$ cat src/rtl/pwm_pkg.sv
// Shared types and constants for the PWM duty-cycle fade sequencer.
// The clamp helper keeps every duty value inside the legal PWM window.
package pwm_pkg;

   typedef enum logic [1:0] {
      IDLE = 2'd0,
      RAMP = 2'd1,
      JUMP = 2'd2
   } state_t;

   // 10-step PWM: duty 0 and 10 would be a constant level, so keep to 1..9
   localparam int PWM_DUTY_MIN = 1;
   localparam int PWM_DUTY_MAX = 9;
   localparam int PWM_DUTY_RST = 5;

   function automatic int clamp_duty(input int v, input int lo, input int hi);
      if (v < lo) return lo;
      if (v > hi) return hi;
      return v;
   endfunction

endpackage

$ cat src/rtl/pwm_period_div.sv
// Counts PWM period_end pulses and emits step_tick on every div-th one.
// step_tick is combinational so the caller commits on the same edge.
module pwm_period_div #(
   parameter int DIV_W = 8
) (
   input  logic             clk,
   input  logic             rst_n,
   input  logic             en,
   input  logic             clr,
   input  logic             period_end,
   input  logic [DIV_W-1:0] div,
   output logic             step_tick
);

   logic [DIV_W-1:0] cnt_p0;
   logic             last;

   assign last      = (cnt_p0 == div - DIV_W'(1));
   assign step_tick = en & period_end & last;

   always_ff @(posedge clk) begin
      if (!rst_n || clr) begin
         cnt_p0 <= '0;
      end else if (en && period_end) begin
         cnt_p0 <= last ? '0 : cnt_p0 + DIV_W'(1);
      end
   end

endmodule

$ cat src/rtl/pwm_fade_ctrl.sv
// Owns one PWM channel's duty register: ramp/jump commands and manual
// inc/dec requests, all committed only on the PWM period boundary.
module pwm_fade_ctrl
   import pwm_pkg::*;
#(
   parameter int DUTY_W   = 4,
   parameter int DUTY_MIN = PWM_DUTY_MIN,
   parameter int DUTY_MAX = PWM_DUTY_MAX,
   parameter int DUTY_RST = PWM_DUTY_RST,
   parameter int DIV_W    = 8
) (
   input  logic              clk,
   input  logic              rst_n,
   input  logic              period_end,
   input  logic              cmd_valid,
   output logic              cmd_ready,
   input  logic              cmd_mode,
   input  logic [DUTY_W-1:0] cmd_target,
   input  logic [DIV_W-1:0]  cmd_div,
   input  logic              cmd_abort,
   input  logic              inc_pulse,
   input  logic              dec_pulse,
   output logic [DUTY_W-1:0] duty_out,
   output logic              duty_load,
   output logic              busy,
   output logic              done
);

   state_t             state;
   logic [DUTY_W-1:0]  tgt_q;
   logic [DIV_W-1:0]   div_q;
   logic signed [1:0]  pend_q;

   logic [DUTY_W-1:0]  tgt_clamp;
   logic [DUTY_W-1:0]  man_duty;
   logic [DUTY_W-1:0]  ramp_duty;
   logic [DIV_W-1:0]   div_in;
   logic               accept;
   logic               step_tick;

   assign cmd_ready = (state == IDLE);
   assign busy      = (state == RAMP) || (state == JUMP);
   assign accept    = cmd_valid && cmd_ready;

   always_comb begin
      tgt_clamp = DUTY_W'(clamp_duty(int'(cmd_target), DUTY_MIN, DUTY_MAX));
      man_duty  = DUTY_W'(clamp_duty(int'(duty_out) + int'(pend_q), DUTY_MIN, DUTY_MAX));
      ramp_duty = (tgt_q > duty_out) ? duty_out + DUTY_W'(1) : duty_out - DUTY_W'(1);
      div_in    = (cmd_div == '0) ? DIV_W'(1) : cmd_div;
   end

   pwm_period_div #(
      .DIV_W(DIV_W)
   ) u_div (
      .clk       (clk),
      .rst_n     (rst_n),
      .en        (state == RAMP),
      .clr       (accept),
      .period_end(period_end),
      .div       (div_q),
      .step_tick (step_tick)
   );

   always_ff @(posedge clk) begin
      if (!rst_n) begin
         state     <= IDLE;
         duty_out  <= DUTY_W'(DUTY_RST);
         duty_load <= 1'b0;
         done      <= 1'b0;
         pend_q    <= 2'sd0;
      end else begin
         duty_load <= 1'b0;
         done      <= 1'b0;
         case (state)
            IDLE: begin
               if (cmd_valid) begin
                  tgt_q  <= tgt_clamp;
                  div_q  <= div_in;
                  pend_q <= 2'sd0;
                  if (tgt_clamp == duty_out) done <= 1'b1;
                  else state <= cmd_mode ? JUMP : RAMP;
               end else begin
                  if (period_end && pend_q != 2'sd0) begin
                     if (man_duty != duty_out) begin
                        duty_out  <= man_duty;
                        duty_load <= 1'b1;
                     end
                     pend_q <= 2'sd0;
                  end
                  // A pulse arriving with the commit edge becomes the next request
                  if (inc_pulse)      pend_q <= 2'sd1;
                  else if (dec_pulse) pend_q <= -2'sd1;
               end
            end
            RAMP: begin
               if (cmd_abort) begin
                  state <= IDLE;
               end else if (step_tick) begin
                  duty_out  <= ramp_duty;
                  duty_load <= 1'b1;
                  if (ramp_duty == tgt_q) begin
                     done  <= 1'b1;
                     state <= IDLE;
                  end
               end
            end
            JUMP: begin
               if (cmd_abort) begin
                  state <= IDLE;
               end else if (period_end) begin
                  duty_out  <= tgt_q;
                  duty_load <= 1'b1;
                  done      <= 1'b1;
                  state     <= IDLE;
               end
            end
            default: state <= IDLE;
         endcase
      end
   end

endmodule

$ cat config.mk
export PLATFORM = sky130hd
export DESIGN_NAME = pwm_fade_ctrl
export DESIGN_NICKNAME = d
export VERILOG_FILES = /design/src/rtl/pwm_pkg.sv /design/src/rtl/pwm_period_div.sv /design/src/rtl/pwm_fade_ctrl.sv
export SDC_FILE = /design/constraint.sdc
export NUM_CORES = 1
export LEC_CHECK = 0
export CAP_MARGIN = 20
export CORE_ASPECT_RATIO = 1.4
export CORE_UTILIZATION = 40
export CTS_CLUSTER_DIAMETER = 200
export CTS_CLUSTER_SIZE = 40
export DETAILED_ROUTE_END_ITERATION = 10
export HOLD_SLACK_MARGIN = 0.08
export PLACE_DENSITY_LB_ADDON = 0.2
export RECOVER_POWER = 100
export SYNTH_ARGS = -nofsm -noshare
export SYNTH_HDL_FRONTEND = slang
export SYNTH_SLANG_ARGS = --single-unit
$ cat constraint.sdc
create_clock -name clk -period 4 [get_ports clk]
set_input_delay 0.6 -clock clk [delete_from_list [all_inputs] [get_ports clk]]
set_output_delay 0.6 -clock clk [all_outputs]
set_load 0.1 [all_outputs]
Yosys cells after proc, flatten, opt, wreduce, memory -nomap -nowiden
Index checks and enable logic that the tools add are counted.

Logic and storage cells: 104. Input bits: 20. Register bits after elaboration: 30.

Eq/ne operators: 18. Add/subtract/negate cells: 5. Multiplexer cells: 51. Magnitude comparators: 5. Bitwise operators: 2. Reductions and logical operators: 15.

Operators by type and width (number): 4-bit 2-to-1 mux (14); 2-bit 2-to-1 mux (12); 1-bit 2-to-1 mux (20); 2-bit != test (second input constant) (7); 4-bit one-hot mux with 3 select lines (1); 3-bit != test (second input constant) (3); 8-bit by 1-bit adder with 8-bit output (second input constant) (1); 4-bit == test (2); 8-bit == test (1); 8-bit zero test (1); 8-bit 2-to-1 mux (1); 8-bit AND reduction (1); 8-bit by 1-bit subtractor with 8-bit output (second input constant) (1); 5-bit by 2-bit adder with 6-bit output (1); 6-bit by 5-bit greater-than comparator with 1-bit output (second input constant) (1); 6-bit by 2-bit less-than comparator with 1-bit output (second input constant) (1); 1-bit one-hot mux with 3 select lines (2); 2-bit one-hot mux with 3 select lines (1); 5-bit AND reduction (1); 4-bit by 1-bit adder with 4-bit output (second input constant) (1); 4-bit greater-than comparator (1); 4-bit greater-than comparator (second input constant) (1); 4-bit by 1-bit less-than comparator with 1-bit output (second input constant) (1); 2-bit by 1-bit != test with 1-bit output (second input constant) (2); other kinds (14) (18).

Depth between registers and ports, before layout
Depth after elaboration: 11. Depth in mapped cells: 15. Gate-level depth less buffers: 15.

By module
Synthesis repeated with hierarchy kept, for this count alone.

Cells, all modules: 263. Area total of the unflattened synthesis: 2377.3 um^2.

Modules (own cells, without submodules): pwm_fade_ctrl (cells an instance 189, times used 1, area an instance 1744.2 um^2); pwm_period_div (cells an instance 74, times used 1, area an instance 633.1 um^2).

Least setup slack after synthesis
Ideal clock, no wire load.

Path type: register -> register. Start point: register duty_out[1]. End point: register state[1]. Path slack: -0.148 ns. Setup time: 0.072 ns. Period minus slack after synthesis: 4.148 ns. Data arrival time: 4.076 ns. Stages on the path, launching flop included: 16. Buffers on the path: 0. Path through: dfxtp_1 -> inv_1 -> ha_1 -> nor2b_1 -> o211ai_1 -> a21oi_2 -> inv_1 -> ha_1 -> a21o_1 -> a21oi_1 -> xnor2_1 -> xnor2_1 -> xnor2_1 -> or4b_1 -> o21ai_2 -> mux2i_1.

Word-level cells in the longest chain between the ends: 5. Elaborated cells between the ends (all ways): 9.

Ends and longest elaborated chain: from (decl) (line pwm_fade_ctrl.sv:23) `output logic [DUTY_W-1:0] duty_out,`; from (signal assigned) (line pwm_fade_ctrl.sv:67) `duty_out <= DUTY_W'(DUTY_RST);`; from (signal assigned) (line pwm_fade_ctrl.sv:85) `duty_out <= man_duty;`; from (signal assigned) (line pwm_fade_ctrl.sv:99) `duty_out <= ramp_duty;`; 4-bit by 1-bit subtractor with 4-bit output (tied with other cells) (line pwm_fade_ctrl.sv:48) `ramp_duty = (tgt_q > duty_out) ? duty_out + DUTY_W'(1) : duty_out - DUTY_W'(1);`; 4-bit 2-to-1 mux (line pwm_fade_ctrl.sv:48); 4-bit == test (line pwm_fade_ctrl.sv:101) `if (ramp_duty == tgt_q) begin`; 3-bit != test (no source line); 5-bit AND reduction (no source line) (*); to (signal assigned) (line pwm_fade_ctrl.sv:81) `else state <= cmd_mode ? JUMP : RAMP;`; to (decl) (line pwm_fade_ctrl.sv:29) `state_t state;`.

Every way passes the cells marked *; elsewhere a longest branch is shown, timed or not. A chain may end at the register's enable or synchronous reset.

Final worst setup path
Same ends and word-level chain as after synthesis.

==> impl_metrics.ini <==
[outcome]
outcome = complete, no violations

[sta]
fin_skew_ns = 0.01119
rsz0062_at_grt = no
timing.final.crit_share_pct = 91.69
tightest_slew_ns = 0.9899
setup_tns_ns = 0
hold_viol_final = 0
whs_ns = 0.5056
setup_violations = 0
max_freq_mhz = 272.7
finalCriticalPeriod_ns = 3.668
worst_slew_margin_rel_pct = 33.79
final_max_slew_viol_count = 0

[drt]
drc = 0
drtIter0Drc = 41
via_per_inst = 5.720
drt_first_pass_iters = 5
num_vias = 2122
wl_per_cell_um = 15.53
drt-total-wl_um = 5762
drt.antenna.violating_nets = 0

[synth]
muxShareOfSynthArea_pct = 1.639
async_flop_share_pct = 0
synth_fp_nets = 317
synth_xor_xnor_area_share_pct = 10.71
seq_area_frac_synth_pct = 29.51
yosysWarnings = 0
synth_top_family_by_area = simple AND/OR/NAND/NOR gates
synth_fa_ha_area_share_pct = 10.35
ys.flop_type = dfxtp_1
syn_inst = 278
synth_area_um2 = 2442
synth_edf_count = 12
synth-simple-area-share_pct = 23.41
ys_ff_latch = 30
synth_compound_area_share_pct = 20.03
yosysUniqueCellTypes = 68
syn_avg_cell_area_um2 = 8.785

[die]
rows = 33
initial_core_util_pct = 41.66
die_width_um = 68.04
die_area_um2 = 6427
die_h_um = 94.46
io_pins = 28
core-area_um2 = 5863

[layout]
antennaDiodeCount = 0
fin_nets = 339
syn2layout_area_growth_pct = 16.85
fin_util_pct = 48.68
drive_gt1_share_pct = 9.635

[placed_design]
place.gp.congestion = 0.7970
portBuffers = 27
hpwl_um = 4543

[worst_setup_path]
cp-start-kind = flop
r2r_slack_ns = 0.33
worst_setup_path_end_kind = flop
worstPathRequired_ns = 4.20
r2r-end = state[1]
cp_max_fo = 9
path_class = reg -> reg
rr_worst_depth = 15
rr_startpoint = duty_out[1]
arrival_ns = 3.87

[power_and_ir_drop]
power_density_nw_per_um2 = 654.6
swShare_pct = 47.40
comb_power_share_pct = 61.2
p_sw_w = 0.0008854
leakage_nw = 1.096
irDropWorstVdd_uv = 543.2
clockPowerShare_pct = 16.4
intPower_w = 0.0009827
seqPwrFrac_pct = 22.4

[min_path]
holdPathStages = 2
min_from = pend_q[0]
hold_path_class = reg -> reg
min_to = pend_q[0]

[grt]
grt_pass1_vias = 2106
grt_max_degree = 17
antenna_found_initial = 0
grtUsageTotal_pct = 19.88
grt_pass1_wl_um = 9666
gr-total-overflow = 0

[clock_network]
root_buffer = clkbuf_8
cts_setup_buffers = 0
cts_num_sinks = 30
h-tree-depth = 2
holdBufCountCts = 0
cts_buffer_depth = 2
numCtsBuffers = 5
cts_resized = 0
insertion_delay_ns = 0.29
cts_tree = built
clkTransAtPathRegs_ns = 0.07

[run]
maxCapViolCount = 0
[registers in the layout (all words and copies together) (netlist names)]
register      cells
u_div.cnt_p0      8
done              1
state             2
div_q             8
tgt_q             4
pend_q            2
duty_load         1
duty_out          4
[synth_stat cells, types with 2 or more instances]
cell | instances | area (um2)
a211oi_1 | 2 | 15.01
a21o_1 | 3 | 22.52
a21o_2 | 2 | 17.52
a21oi_1 | 11 | 55.05
a31oi_1 | 3 | 18.77
and3_1 | 2 | 12.51
and4_1 | 3 | 26.28
clkbuf_1 | 13 | 48.80
dfxtp_1 | 18 | 360.4
edfxtp_1 | 12 | 360.4
fa_1 | 2 | 40.04
ha_1 | 17 | 212.7
inv_1 | 14 | 52.55
mux2i_1 | 4 | 40.04
nand2_1 | 14 | 52.55
nand2b_1 | 7 | 43.79
nand3_1 | 17 | 85.08
nand3b_1 | 3 | 22.52
nand4_1 | 3 | 18.77
nor2_1 | 19 | 71.32
nor2b_1 | 7 | 43.79
nor3_1 | 6 | 30.03
nor4_1 | 3 | 18.77
o211ai_1 | 5 | 37.54
o21ai_0 | 12 | 60.06
o21ai_2 | 2 | 17.52
o31ai_1 | 3 | 22.52
or2_2 | 2 | 12.51
or3_1 | 3 | 18.77
or3b_2 | 2 | 17.52
xnor2_1 | 16 | 140.1
xor2_1 | 12 | 105.1
[routing by layer]
metal	up-vias	share of wire, %	track usage [%]
met5	-	0	0
met3	16	3.1	3.140
met1	999	41	21.78
met2	47	53	36.11
li1	1060	-	-
met4	0	3.3	8.854
[power groups by stage]
| stage | logic, W | registers [W] | clock network (W) |
|---|---|---|---|
| CTS | 0.00118 | 0.000418 | 0.000314 |
| global route | 0.00125 | 0.000422 | 0.000327 |
| global placement | 0.00116 | 0.000421 | 0 |
| finish | 0.00114 | 0.000418 | 0.000307 |
| detailed placement | 0.00117 | 0.000423 | 0 |
| floorplan | 0.000793 | 0.000556 | 0 |
[per-stage QoR]
step / area (um2) / setup WS [ns] / total power, W / std cells
after CTS: 2873 / 0.3278 / 0.001913 / 371
final: 2854 / 0.3324 / 0.001868 / 371
after global placement: 2764 / 0.5973 / 0.001584 / 363
after floorplan: 2445 / 0.08784 / 0.001348 / 278
after global routing: 2854 / 0.07349 / 0.002001 / 371
after detailed placement: 2764 / 0.4036 / 0.001597 / 363
[cell families (layout without fill, tap and decap cells)]
kind of cell	Yosys count	count (layout)
adder cells (fa/ha/maj)	19	19
AO/OA/AOI/OAI	66	66
multiplexers	4	4
buffers and inverters	28	51
XOR/XNOR	29	29
flip-flops	30	30
AND/OR/NAND/NOR	102	102
[worst max path at each step]
stage | slack [ns] | depth (start not counted) | from | to
2_1_floorplan | 0.09 | 14 | duty_out[2] | state[1]
3_5_place_dp | 0.40 | 15 | duty_out[1] | state[1]
5_1_grt | 0.07 | 15 | duty_out[1] | state[1]
6_report | 0.33 | 15 | duty_out[1] | state[1]
3_3_place_gp | 0.60 | 15 | duty_out[1] | state[0]
4_1_cts | 0.33 | 15 | duty_out[1] | state[1]
[placed cells by master, fill, tap and decap left out, drive strengths merged, types with 3 or more instances in the layout]
cell type      instances
nand2b                 7
dlygate4sd3           17
o21ai                 14
inv                   14
or2                    3
nor4                   4
and3                   3
clkdlybuf4s50         10
a21oi                 12
o211ai                 5
edfxtp                12
or3                    3
nand3b                 3
nand3                 17
a21o                   5
nor3                   6
mux2i                  4
ha                    17
xnor2                 16
xor2                  13
o31ai                  3
clkbuf                 5
nand2                 14
a31oi                  3
dfxtp                 18
a211oi                 3
nor2b                  7
and4                   3
nor2                  20
nand4                  3
[worst max-delay path, cell delays in order, from the launching register on]
cell and delay (ns):
dfxtp_2 0.45, inv_1 0.14, ha_1 0.31, nor2b_1 0.13
o211ai_1 0.11, a21oi_2 0.24, inv_1 0.10, ha_1 0.28
a21o_1 0.18, a21oi_1 0.17, xnor2_1 0.15, xnor2_1 0.19
xnor2_1 0.14, or4b_1 0.49, o21ai_2 0.24, mux2i_1 0.24
[area by class of cell]
type                    count  area (um2)
well taps                  70       87.58
flip-flops and latches     30       723.2
inverters                  14       52.55
multi-input cells         220        1597
repair buffers             29       285.3
clock inverters             3       40.04
fillers                   614        3009
clock buffers               5       68.82
Power figures use the tool's default switching activity.
